==> src/rtl/dp_ram_pkg.sv <==
// Shared defaults for the 16x8 dual-port RAM and the FIFO controller that sequences it.
// Optional watermark outputs on the controller are enabled with DP_RAM_CTRL_WMARK_EN.
package dp_ram_pkg;
    localparam int DP_ADDR_W = 4;
    localparam int DP_DATA_W = 8;
    localparam int DP_DEPTH  = 1 << DP_ADDR_W;
    // Level counts RAM words plus one in-flight fetch plus two buffered words.
    localparam int DP_LVL_W  = DP_ADDR_W + 2;
endpackage

==> src/rtl/dp_ram_out_skid.sv <==
// Two-entry FIFO-ordered output buffer that absorbs the one-cycle RAM read latency.
// The head entry is always slot 0, so out_data never moves while it is not popped.
module dp_ram_out_skid #(
    parameter int DATA_W = 8
) (
    input  logic              clk_i,
    input  logic              rst_ni,
    input  logic              flush_i,
    input  logic              push_i,
    input  logic              pop_i,
    input  logic [DATA_W-1:0] push_data_i,
    output logic [1:0]        count_o,
    output logic [DATA_W-1:0] head_o
);
    logic [DATA_W-1:0] ent0_q, ent0_d;
    logic [DATA_W-1:0] ent1_q, ent1_d;
    logic [1:0]        cnt_q, cnt_d;

    // Next-state: shift toward slot 0 on pop, fill the first free slot on push.
    always_comb begin
        ent0_d = ent0_q;
        ent1_d = ent1_q;
        cnt_d  = cnt_q;
        if (flush_i) begin
            cnt_d = 2'd0;
        end else begin
            case ({push_i, pop_i})
                2'b10: begin
                    if (cnt_q == 2'd0) ent0_d = push_data_i;
                    else               ent1_d = push_data_i;
                    cnt_d = cnt_q + 2'd1;
                end
                2'b01: begin
                    ent0_d = ent1_q;
                    cnt_d  = cnt_q - 2'd1;
                end
                2'b11: begin
                    if (cnt_q == 2'd1) begin
                        ent0_d = push_data_i;
                    end else begin
                        ent0_d = ent1_q;
                        ent1_d = push_data_i;
                    end
                end
                default: ;
            endcase
        end
    end

    // Storage and count; entries reset too so out_data reads 0 out of reset.
    always_ff @(posedge clk_i or negedge rst_ni) begin
        if (!rst_ni) begin
            ent0_q <= '0;
            ent1_q <= '0;
            cnt_q  <= 2'd0;
        end else begin
            ent0_q <= ent0_d;
            ent1_q <= ent1_d;
            cnt_q  <= cnt_d;
        end
    end

    assign count_o = cnt_q;
    assign head_o  = ent0_q;
endmodule

==> src/rtl/dp_ram_fifo_ctrl.sv <==
// Circular-buffer FIFO controller around dp_ram with valid/ready on both sides.
// Owns write/read pointers and occupancy; prefetches up to two words into an output buffer.
// Define DP_RAM_CTRL_WMARK_EN to add registered almost_full / almost_empty outputs.
module dp_ram_fifo_ctrl
    import dp_ram_pkg::*;
#(
    parameter int ADDR_W = DP_ADDR_W,
    parameter int DATA_W = DP_DATA_W
`ifdef DP_RAM_CTRL_WMARK_EN
    ,
    parameter int AFULL_TH  = 12,
    parameter int AEMPTY_TH = 2
`endif
) (
    input  logic              sys_clk,
    input  logic              sys_rst_n,
    input  logic              flush,
    input  logic              in_valid,
    output logic              in_ready,
    input  logic [DATA_W-1:0] in_data,
    output logic              out_valid,
    input  logic              out_ready,
    output logic [DATA_W-1:0] out_data,
    output logic              ram_w_en,
    output logic [ADDR_W-1:0] ram_w_addr,
    output logic [DATA_W-1:0] ram_w_data,
    output logic [ADDR_W-1:0] ram_r_addr,
    input  logic [DATA_W-1:0] ram_r_data,
    output logic [ADDR_W+1:0] level
`ifdef DP_RAM_CTRL_WMARK_EN
    ,
    output logic              almost_full,
    output logic              almost_empty
`endif
);
    localparam int LVL_W = ADDR_W + 2;

    logic [ADDR_W-1:0] wr_ptr_q, wr_ptr_d;
    logic [ADDR_W-1:0] rd_ptr_q, rd_ptr_d;
    logic [ADDR_W:0]   mem_cnt_q, mem_cnt_d;
    logic              fetch_pend_q, fetch_pend_d;
    logic [LVL_W-1:0]  level_q, level_d;
    logic [1:0]        ost_cnt, ost_cnt_d;
    logic              accept, issue, pop, push;
    logic [2:0]        occ;

    // Handshakes; the MSB of mem_cnt is set exactly when the RAM holds DEPTH words.
    assign in_ready  = sys_rst_n && !flush && !mem_cnt_q[ADDR_W];
    assign accept    = in_valid && in_ready;
    assign out_valid = (ost_cnt != 2'd0);
    assign pop       = out_valid && out_ready && !flush;
    assign push      = fetch_pend_q && !flush;

    // Issue only if the buffer slot is guaranteed once the fetch lands.
    assign occ   = {1'b0, ost_cnt} + {2'b00, fetch_pend_q};
    assign issue = !flush && (mem_cnt_q != '0) && (pop ? (occ < 3'd3) : (occ < 3'd2));

    assign ram_w_en   = accept;
    assign ram_w_addr = wr_ptr_q;
    assign ram_w_data = in_data;
    assign ram_r_addr = rd_ptr_q;

    // Next-state for pointers and counters; flush wipes everything including a pending fetch.
    always_comb begin
        wr_ptr_d     = wr_ptr_q + ADDR_W'(accept);
        rd_ptr_d     = rd_ptr_q + ADDR_W'(issue);
        mem_cnt_d    = mem_cnt_q + (ADDR_W+1)'(accept) - (ADDR_W+1)'(issue);
        fetch_pend_d = issue;
        ost_cnt_d    = ost_cnt + 2'(push) - 2'(pop);
        if (flush) begin
            wr_ptr_d     = '0;
            rd_ptr_d     = '0;
            mem_cnt_d    = '0;
            fetch_pend_d = 1'b0;
            ost_cnt_d    = 2'd0;
        end
        level_d = LVL_W'(mem_cnt_d) + LVL_W'(fetch_pend_d) + LVL_W'(ost_cnt_d);
    end

    // Pointer, occupancy, fetch-pending and level registers.
    always_ff @(posedge sys_clk or negedge sys_rst_n) begin
        if (!sys_rst_n) begin
            wr_ptr_q     <= '0;
            rd_ptr_q     <= '0;
            mem_cnt_q    <= '0;
            fetch_pend_q <= 1'b0;
            level_q      <= '0;
        end else begin
            wr_ptr_q     <= wr_ptr_d;
            rd_ptr_q     <= rd_ptr_d;
            mem_cnt_q    <= mem_cnt_d;
            fetch_pend_q <= fetch_pend_d;
            level_q      <= level_d;
        end
    end

    assign level = level_q;

    dp_ram_out_skid #(
        .DATA_W (DATA_W)
    ) u_skid (
        .clk_i       (sys_clk),
        .rst_ni      (sys_rst_n),
        .flush_i     (flush),
        .push_i      (push),
        .pop_i       (pop),
        .push_data_i (ram_r_data),
        .count_o     (ost_cnt),
        .head_o      (out_data)
    );

`ifdef DP_RAM_CTRL_WMARK_EN
    logic afull_q, aempty_q;

    // Watermarks follow the registered level by one cycle.
    always_ff @(posedge sys_clk or negedge sys_rst_n) begin
        if (!sys_rst_n) begin
            afull_q  <= 1'b0;
            aempty_q <= 1'b1;
        end else begin
            afull_q  <= (level_q >= LVL_W'(AFULL_TH));
            aempty_q <= (level_q <= LVL_W'(AEMPTY_TH));
        end
    end

    assign almost_full  = afull_q;
    assign almost_empty = aempty_q;
`endif
endmodule

==> config.mk <==
export PLATFORM = sky130hd
export DESIGN_NAME = dp_ram_fifo_ctrl
export DESIGN_NICKNAME = d
export VERILOG_FILES = /design/src/rtl/dp_ram_pkg.sv /design/src/rtl/dp_ram_out_skid.sv /design/src/rtl/dp_ram_fifo_ctrl.sv
export SDC_FILE = /design/constraint.sdc
export NUM_CORES = 1
export LEC_CHECK = 0
export BUFFER_PORTS_ARGS = -buffer_cell sky130_fd_sc_hd__clkbuf_2
export CORE_ASPECT_RATIO = 0.5
export CORE_UTILIZATION = 45
export CTS_BUF_LIST = sky130_fd_sc_hd__clkbuf_8
export CTS_CLUSTER_SIZE = 20
export DETAILED_ROUTE_END_ITERATION = 8
export GPL_ROUTABILITY_DRIVEN = 0
export PLACE_DENSITY = 0.82
export SYNTH_ARGS = -nofsm -noshare
export SYNTH_HDL_FRONTEND = slang
export SYNTH_SLANG_ARGS = --single-unit
==> constraint.sdc <==
create_clock -name sys_clk -period 4.8 [get_ports sys_clk]
set_clock_uncertainty 0.1 [all_clocks]
set_input_delay 0.48 -clock sys_clk [delete_from_list [all_inputs] [get_ports sys_clk]]
set_output_delay 0.48 -clock sys_clk [all_outputs]
set_load 0.01 [all_outputs]
==> Word-level counts from Yosys, hierarchy flattened <==
Cells that the tools add are included.
{ "classes": {"n_mux": 14, "bitwise_logic": 1, "n_eq_ne": 7, "addsub": 11, "n_reduce_logical": 18, "n_lt_le_gt_ge": 2} }
{ "ops": {"columns": ["op", "count"], "rows": [
  ["$mux W8", 4],
  ["$pmux W8 S3", 1],
  ["$pmux W8 S2", 1],
  ["$add A4 B1 Y4", 2],
  ["$logic_and A1 B1 Y1", 8],
  ["$mux W4", 2],
  ["$add A5 B1 Y6", 1],
  ["$add A6 B2 Y6", 1],
  ["$lt A3 B2 Y1 const B", 2],
  ["$reduce_bool A3 Y1", 2],
  ["$add A5 B1 Y5", 1],
  ["$mux W5", 1],
  ["$reduce_bool A5 Y1", 1],
  ["$sub A5 B1 Y5", 1],
  ["$eq A2 B1 Y1 const B", 2],
  ["$eq A2 B2 Y1 const B", 2],
  ["$mux W2", 2],
  ["$ne A2 B2 Y1 const B", 2],
  ["$pmux W2 S2", 1],
  ["$reduce_and A4 Y1", 1],
  ["$reduce_bool A2 Y1", 2],
  ["$add A2 B1 Y3", 1],
  ["$reduce_and A3 Y1", 1],
  ["$add A2 B1 Y2", 1],
  ["other kinds (8)", 10]
]} }
{ "totals": {"input_bits": 21, "regBits": 38, "out_inout_bits": 33} }

==> Depth between registers and ports, before layout <==
Gate-level depths: netlist of run 1.
{ "depth": {"depth_word": 9, "mapped_depth": 17, "depth_no_buf": 17} }

==> Modules after synthesis <==
Synthesis of run 1 repeated with hierarchy kept, for this count alone.
{ "hier_totals": {"hier_cells": 180, "area_unflattened_um2": 2132.0} }
{ "by_module_without_submodules": {"columns": ["mod", "seq_area_each_um2", "area_per_inst_um2", "cells_each", "n_inst"], "rows": [
  ["dp_ram_fifo_ctrl", 500.5, 1231.2, 118, 1],
  ["dp_ram_out_skid", 450.4, 900.9, 62, 1]
]} }

==> Worst setup path before layout of run 1 <==
No wires, ideal clock.
{ "synth_path": {"path_kind": "reg-to-reg", "start": "register u_skid.cnt_q[0], in the netlist u_skid.count_o[0]", "end": "register level_q[4], in the netlist level[4]", "setup_ns": 0.086, "path_stages_with_launch": 16, "setup_slack_ns": 0.950, "arrival_ns": 3.664, "required_ns": 4.614, "cell_sequence": "dfrtp_1 -> inv_1 -> ha_1 -> nand2b_1 -> nor2_2 -> mux2i_1 -> nor3_1 -> ha_1 -> inv_1 -> ha_1 -> inv_1 -> fa_1 -> or2_2 -> fa_1 -> o41a_1 -> nor3_1"} }
{ "synth_via": {"elab_chain_cells": 9} }
{ "synth_lines": {"columns": ["item", "line_no", "rtl"], "rows": [
  ["start, declared", "dp_ram_out_skid.sv:17", "logic [1:0] cnt_q, cnt_d;"],
  ["start signal, assigned", "dp_ram_out_skid.sv:59", "cnt_q <= cnt_d;"],
  ["parallel branches: the longest is 8 deep, another holds $add A5 B1 Y6", null, null],
  ["$add A6 B2 Y6 (*)", "dp_ram_fifo_ctrl.sv:77", "level_d = LVL_W'(mem_cnt_d) + LVL_W'(fetch_pend_d) + LVL_W'(ost_cnt_d);"],
  ["named net level_d[4]", "dp_ram_fifo_ctrl.sv:42", "logic [LVL_W-1:0] level_q, level_d;"],
  ["end signal, assigned", "dp_ram_fifo_ctrl.sv:93", "level_q <= level_d;"],
  ["end, declared", "dp_ram_fifo_ctrl.sv:42", null]
]} }
Mark *: on every way through the listed nets, which the timed path passes.
A chain may end at the register's enable or synchronous reset.

==> Worst setup path in the final report of run 1 <==
{ "layout_path": {"start": "register u_skid.cnt_q[1], in the netlist u_skid.count_o[1]", "end": "register level_q[4], in the netlist level[4]"} }
Same word-level chain as after synthesis.

==> results.json, run 1 <==
{
  "die_width_um": 97.2,
  "p_leak_nw": 1.21,
  "final_area_um2": 2340,
  "worst_slack_ns": 0.595,
  "ios": 54,
  "areaGrowthSynthToFinish_pct": 14.7,
  "antenna_cells": 0,
  "cts_resized": 0,
  "layout-drive-gt1-share_pct": 28.4,
  "setup_viol": 0,
  "cts_sinks": 38,
  "avgViaCountPerCell": 4.98,
  "syn-num-nets": 226,
  "synth-seq-cells": 38,
  "cts_buffer_depth": 2,
  "rsz0062_at_grt": "no",
  "worstSkewPairLatency_ns": 0.29,
  "syn_area_um2": 2040,
  "core_um2": 4120,
  "hp-class": "primary input to asynchronous set/reset pin",
  "avgSynthCellArea_um2": 11.1,
  "relSlewSlack_pct": 53.5,
  "synth_top_family_by_area": "adder cells",
  "gr-total-overflow": 0,
  "placed_area_um2": 2230,
  "synthArstFlopShare_pct": 100,
  "maxCapViolations": 0,
  "yosysSeqAreaShare_pct": 46.6,
  "run_status": "completed",
  "endpoint_kind": "flop",
  "vias": 1354,
  "synth-simple-area-share_pct": 11.8,
  "ys.flop_type": "dfrtp_1",
  "max_slew.worst_pin.slew_ns": 0.697,
  "cts_setup_buffers": 0,
  "pre_cts_ws_ns": 0.603,
  "grtUsageTotal_pct": 17.8,
  "final_cell_mix": "38 x dfrtp_1, 37 x clkbuf_2, 18 x nor2_1, 18 x ha_1, 16 x inv_1",
  "reg2regPathDepth": 15,
  "final_core_util_pct": 56.7,
  "r2r_setup_slack_ns": 0.60,
  "finalCritPeriodShare_pct": 87.6,
  "die_area_um2": 4820,
  "synth_mux_area_share_pct": 9.38,
  "synth_cell_type_count": 29,
  "fmax_mhz": 238,
  "power_mw": 1.50,
  "grt_pass1_wl_mm": 6.49,
  "synth-xor-area-share_pct": 6.01,
  "crit_fanout": 6,
  "tns_ns": 0,
  "nNetsFinal": 259,
  "wl_mm": 3.69,
  "antenna_left": 0,
  "ys_warn_count": 0,
  "cp.required_ns": 4.90,
  "synth_edf_count": 0,
  "grt_pass1_vias": 1447,
  "reg2reg_to": "level[4]",
  "io_buffers": 37,
  "hold_buffers": 0,
  "power_density_nw_per_um2": 639,
  "final_common_cell": "dfrtp_1",
  "die_y_um": 49.6,
  "synth_adder_area_share_pct": 14.0,
  "period_needed_ns": 4.20,
  "drc": 0,
  "ir_drop_mv": 0.185,
  "row_count": 16,
  "wl_per_cell_um": 13.6,
  "worstSetupStartpointType": "flop",
  "drv_slew": 0,
  "arrival_ns": 4.30,
  "clockRootBuffer": "clkbuf_8",
  "drt-pass1-iter-count": 4,
  "cts_tree": "yes",
  "regToRegStartpoint": "u_skid.count_o[1]",
  "grt_max_degree": 39,
  "synthCells": 184,
  "crit_type": "flop to flop",
  "drt_iter0_drc": 19,
  "htreeDepth": 2,
  "antenna_found_initial": 0,
  "hold_viol": 0,
  "path_clk_slew_ns": 0.08,
  "hpwl_mm": 2.74,
  "synth-compound-area-share_pct": 5.21,
  "numCtsBuffers": 5,
  "start_util_pct": 49.5
}
registers in the layout (all words and copies together), names as in the netlist:
signal          cells
fetch_pend_q        1
level               6
mem_cnt_q           5
ram_r_addr          4
ram_w_addr          4
u_skid.count_o      2
u_skid.ent1_q       8
u_skid.head_o       8
cell usage after synthesis (2+ instances only):
cell      number  share of area [%]
xor2_1         6                2.6
nand2_1        3               0.55
mux2i_1        9                4.4
inv_1         16                2.9
dfrtp_1       38                 47
nor2b_1        8                2.5
nor3_1         4               0.98
nor4b_1        3                1.3
ha_1          18                 11
a21oi_2        2               0.86
mux2_2         9                5.0
a211oi_1       2               0.74
buf_4          8                2.9
buf_2          3               0.74
nor2_1        18                3.3
or2_2          2               0.61
fa_1           3                2.9
nand3_1        3               0.74
xnor2_1        8                3.4
nand2b_1       2               0.61
a21oi_1       11                2.7
kinds of logic (layout without fill, tap and decap cells):
family,Yosys count,count (layout)
compound gates,17,17
xor+xnor,14,14
fa+ha+maj,21,21
buf+inv,29,63
flops,38,38
mux,18,18
simple gates,47,47
stage by stage:
stage / instances / hold slack [ns]
floorplan: 184 / 0.0844
global placement: 264 / 0.385
detailed placement: 264 / 0.393
CTS: 272 / 0.159
global route: 272 / 0.184
finish: 272 / 0.138
worst max-delay path, stage by stage, from the launching register on:
cell and delay [ns]:
dfrtp_1 0.39, inv_1 0.11, ha_1 0.22, nand2b_1 0.19, nor2_2 0.28, mux2i_1 0.28, nor3_1 0.09, ha_1 0.29
inv_1 0.04, ha_1 0.20, inv_1 0.07, fa_1 0.40, or2_2 0.31, fa_1 0.49, o41a_1 0.44, nor3_1 0.22
final cells by class:
cell class | instances | area (um2)
Clock buffer | 5 | 68.8
Clock inverter | 3 | 45.0
Fill cell | 359 | 1780
Inverter | 16 | 60.1
Multi-Input combinational cell | 117 | 947
Sequential cell | 38 | 951
Tap cell | 54 | 67.6
Timing Repair Buffer | 39 | 200
power breakdown:
group / total [mW] / internal [mW] / switching (mW) / leakage (nW)
logic: 0.703 / 0.322 / 0.381 / 0.683
clock network: 0.272 / 0.154 / 0.117 / 0.0504
registers: 0.521 / 0.445 / 0.0755 / 0.477
total: 1.50 / 0.921 / 0.574 / 1.21
routing by layer:
layer  track usage [%]  vias to the layer above  part of all wire (%)
met1              20.4                      644                    45
met3              5.39                       13                   4.4
met5                 0                        -                     0
met4              10.0                        0                   1.7
li1                  -                      669                     -
met2              30.4                       28                    49
how the worst max path moves through the flow:
stage | from | slack [ns] | cells past startpoint | endpoint
6_report | u_skid.count_o[1] | 0.60 | 15 | level[4]
5_1_grt | u_skid.count_o[0] | 0.37 | 15 | level[4]
4_1_cts | u_skid.count_o[1] | 0.57 | 15 | level[4]
3_5_place_dp | u_skid.count_o[1] | 0.60 | 15 | level[4]
3_3_place_gp | u_skid.count_o[0] | 0.82 | 15 | level[4]
2_1_floorplan | u_skid.count_o[0] | 0.95 | 15 | level[4]
(Power assumes the default switching activity.)
==> run 2, diff against run 1 <==
- PLACE_DENSITY: 0.82 -> 0.73
- clock period: 4.8 -> 3.6 ns (I/O delays scaled with it)
==> run 2 against run 1 <==
Compared with the run above:
- the flow now finishes with violations (setup timing)
- design area is 6.2% higher
- die area is the same
- fmax increased by 15%
- via count increased by 1.8%
- global-route usage down 0.23 points
- routed wire length rose by 3.7%
- largest power group unchanged
==> results.json, run 2 (synthesized netlist as in run 1, its figures left out) <==
{
  "antenna_cells": 0,
  "antenna_found_initial": 0,
  "p_sw_mw": 0.834,
  "drt-pass1-iter-count": 3,
  "start_util_pct": 49.5,
  "setup_viol": 1,
  "grtUsageTotal_pct": 17.6,
  "htreeDepth": 2,
  "max_slew.worst_pin.slew_ns": 0.736,
  "power.internal_mw": 1.26,
  "finalCritPeriodShare_pct": 101,
  "cts_buffer_depth": 2,
  "cp.required_ns": 3.67,
  "switching_share_pct": 39.7,
  "relSlewSlack_pct": 50.9,
  "drt_iter0_drc": 23,
  "rsz0062_at_grt": "yes",
  "die_area_um2": 4820,
  "wl_per_cell_um": 13.6,
  "core_um2": 4120,
  "final_common_cell": "dfrtp_1",
  "clock_power_share_pct": 13.5,
  "worst_slack_ns": -0.0420,
  "power_frac_comb_pct": 54.1,
  "die_y_um": 49.6,
  "avgViaCountPerCell": 4.91,
  "grt_max_degree": 39,
  "hp-class": "primary input to asynchronous set/reset pin",
  "drc": 0,
  "maxCapViolations": 0,
  "areaGrowthSynthToFinish_pct": 21.8,
  "wl_mm": 3.82,
  "path_clk_slew_ns": 0.07,
  "vias": 1379,
  "holdWs_ns": 0.0364,
  "antenna_left": 0,
  "p_seq_share_pct": 32.5,
  "clockRootBuffer": "clkbuf_8",
  "reg2reg_to": "level[4]",
  "ir_drop_mv": 0.327,
  "ios": 54,
  "power_density_nw_per_um2": 844,
  "die_width_um": 97.2,
  "endpoint_kind": "flop",
  "worstSetupStartpointType": "flop",
  "drv_slew": 0,
  "gr-total-overflow": 0,
  "row_count": 16,
  "tns_ns": -0.0420,
  "cts_sinks": 38,
  "numCtsBuffers": 5,
  "worstSkewPairLatency_ns": 0.28,
  "cts_tree": "yes",
  "arrival_ns": 3.71,
  "period_needed_ns": 3.64,
  "final_cell_mix": "38 x dfrtp_1, 37 x clkbuf_2, 18 x nor2_1",
  "nFillCells": 351,
  "grt_pass1_wl_mm": 6.55,
  "reg2regPathDepth": 16,
  "run_status": "finished with violations",
  "p_leak_nw": 1.27,
  "multi_input_area_um2": 1040,
  "grt_pass1_vias": 1426,
  "r2r_setup_slack_ns": -0.04,
  "nNetsFinal": 270,
  "hold_viol": 0,
  "layout-drive-gt1-share_pct": 39.2,
  "failed_checks": "setup timing",
  "hpwl_mm": 2.66,
  "regToRegStartpoint": "u_skid.count_o[0]",
  "fmax_mhz": 275,
  "crit_type": "flop to flop",
  "regArea_um2": 951,
  "crit_fanout": 3,
  "io_buffers": 37
}
run 2: cell count changes in the layout (fill, tap and decap cells not counted), sizes merged:
cell,delta
buf,+11
bufinv,-1
clkinvlp,-2
clkbuf,+1
run 2: what timing repair did:
action                     in CTS  in global routing
hold endpoints to repair        0                  0
setup endpoints to repair       2                  3
gates cloned                    0                  0
gates resized for setup         2                 14
pin swaps                       0                  8
hold buffers                    0                  0
buffers inserted                0                  3
run 2: worst max-delay path by stage:
stage / cells past startpoint / endpoint / startpoint
after global placement: 15 / level[4] / u_skid.count_o[0]
after global routing: 16 / level[4] / u_skid.count_o[0]
final: 16 / level[4] / u_skid.count_o[0]
after CTS: 15 / level[4] / u_skid.count_o[0]
after detailed placement: 15 / level[4] / u_skid.count_o[0]
after floorplan: 15 / level[4] / u_skid.count_o[0]
run 2: critical path, cell delays in order, from the launching register on:
cell     delay (ns)
dfrtp_1        0.41
ha_2           0.21
buf_4          0.14
ha_4           0.15
a21oi_2        0.10
mux2i_2        0.09
nor3_2         0.24
ha_1           0.26
inv_1          0.06
ha_2           0.18
inv_2          0.04
fa_1           0.42
or2_4          0.27
fa_2           0.36
buf_4          0.16
nor4b_4        0.27
nor3_2         0.07
run 2: layout make-up:
class | instances | area share [%]
Clock buffer | 6 | 3.32
Timing Repair Buffer | 50 | 11.4
Multi-Input combinational cell | 117 | 41.9
Sequential cell | 38 | 38.3
Inverter | 16 | 2.42
Tap cell | 54 | 2.72
run 2: power by group through the flow:
stage / clock [mW] / sequential (mW) / combinational, mW
floorplan: 0 / 0.714 / 0.695
global placement: 0 / 0.680 / 0.979
detailed placement: 0 / 0.688 / 1.02
CTS: 0.293 / 0.681 / 1.03
global route: 0.316 / 0.702 / 1.26
finish: 0.282 / 0.681 / 1.13
run 2: through the flow:
step	power, mW	utilization (%)	setup slack (ns)	instances	cell area, um2
2_1_floorplan	1.41	-	0.0359	184	2060
3_3_place_gp	1.66	55.9	0.0232	272	2310
3_5_place_dp	1.71	55.9	-0.122	272	2310
4_1_cts	2.00	58.1	-0.0498	278	2400
5_1_grt	2.28	60.3	-0.205	281	2480
6_report	2.10	60.3	-0.0420	281	2480
run 2: routing by layer:
layer  global-route usage [%]  vias up  wire length, um  part of all wire [%]
met4                     7.11        0               51                   1.3
met5                        0        -                0                     0
li1                         -      682                -                     -
met1                     21.3      667             1720                    45
met2                     30.3       24             1900                    50
met3                     4.68        6              153                   4.0
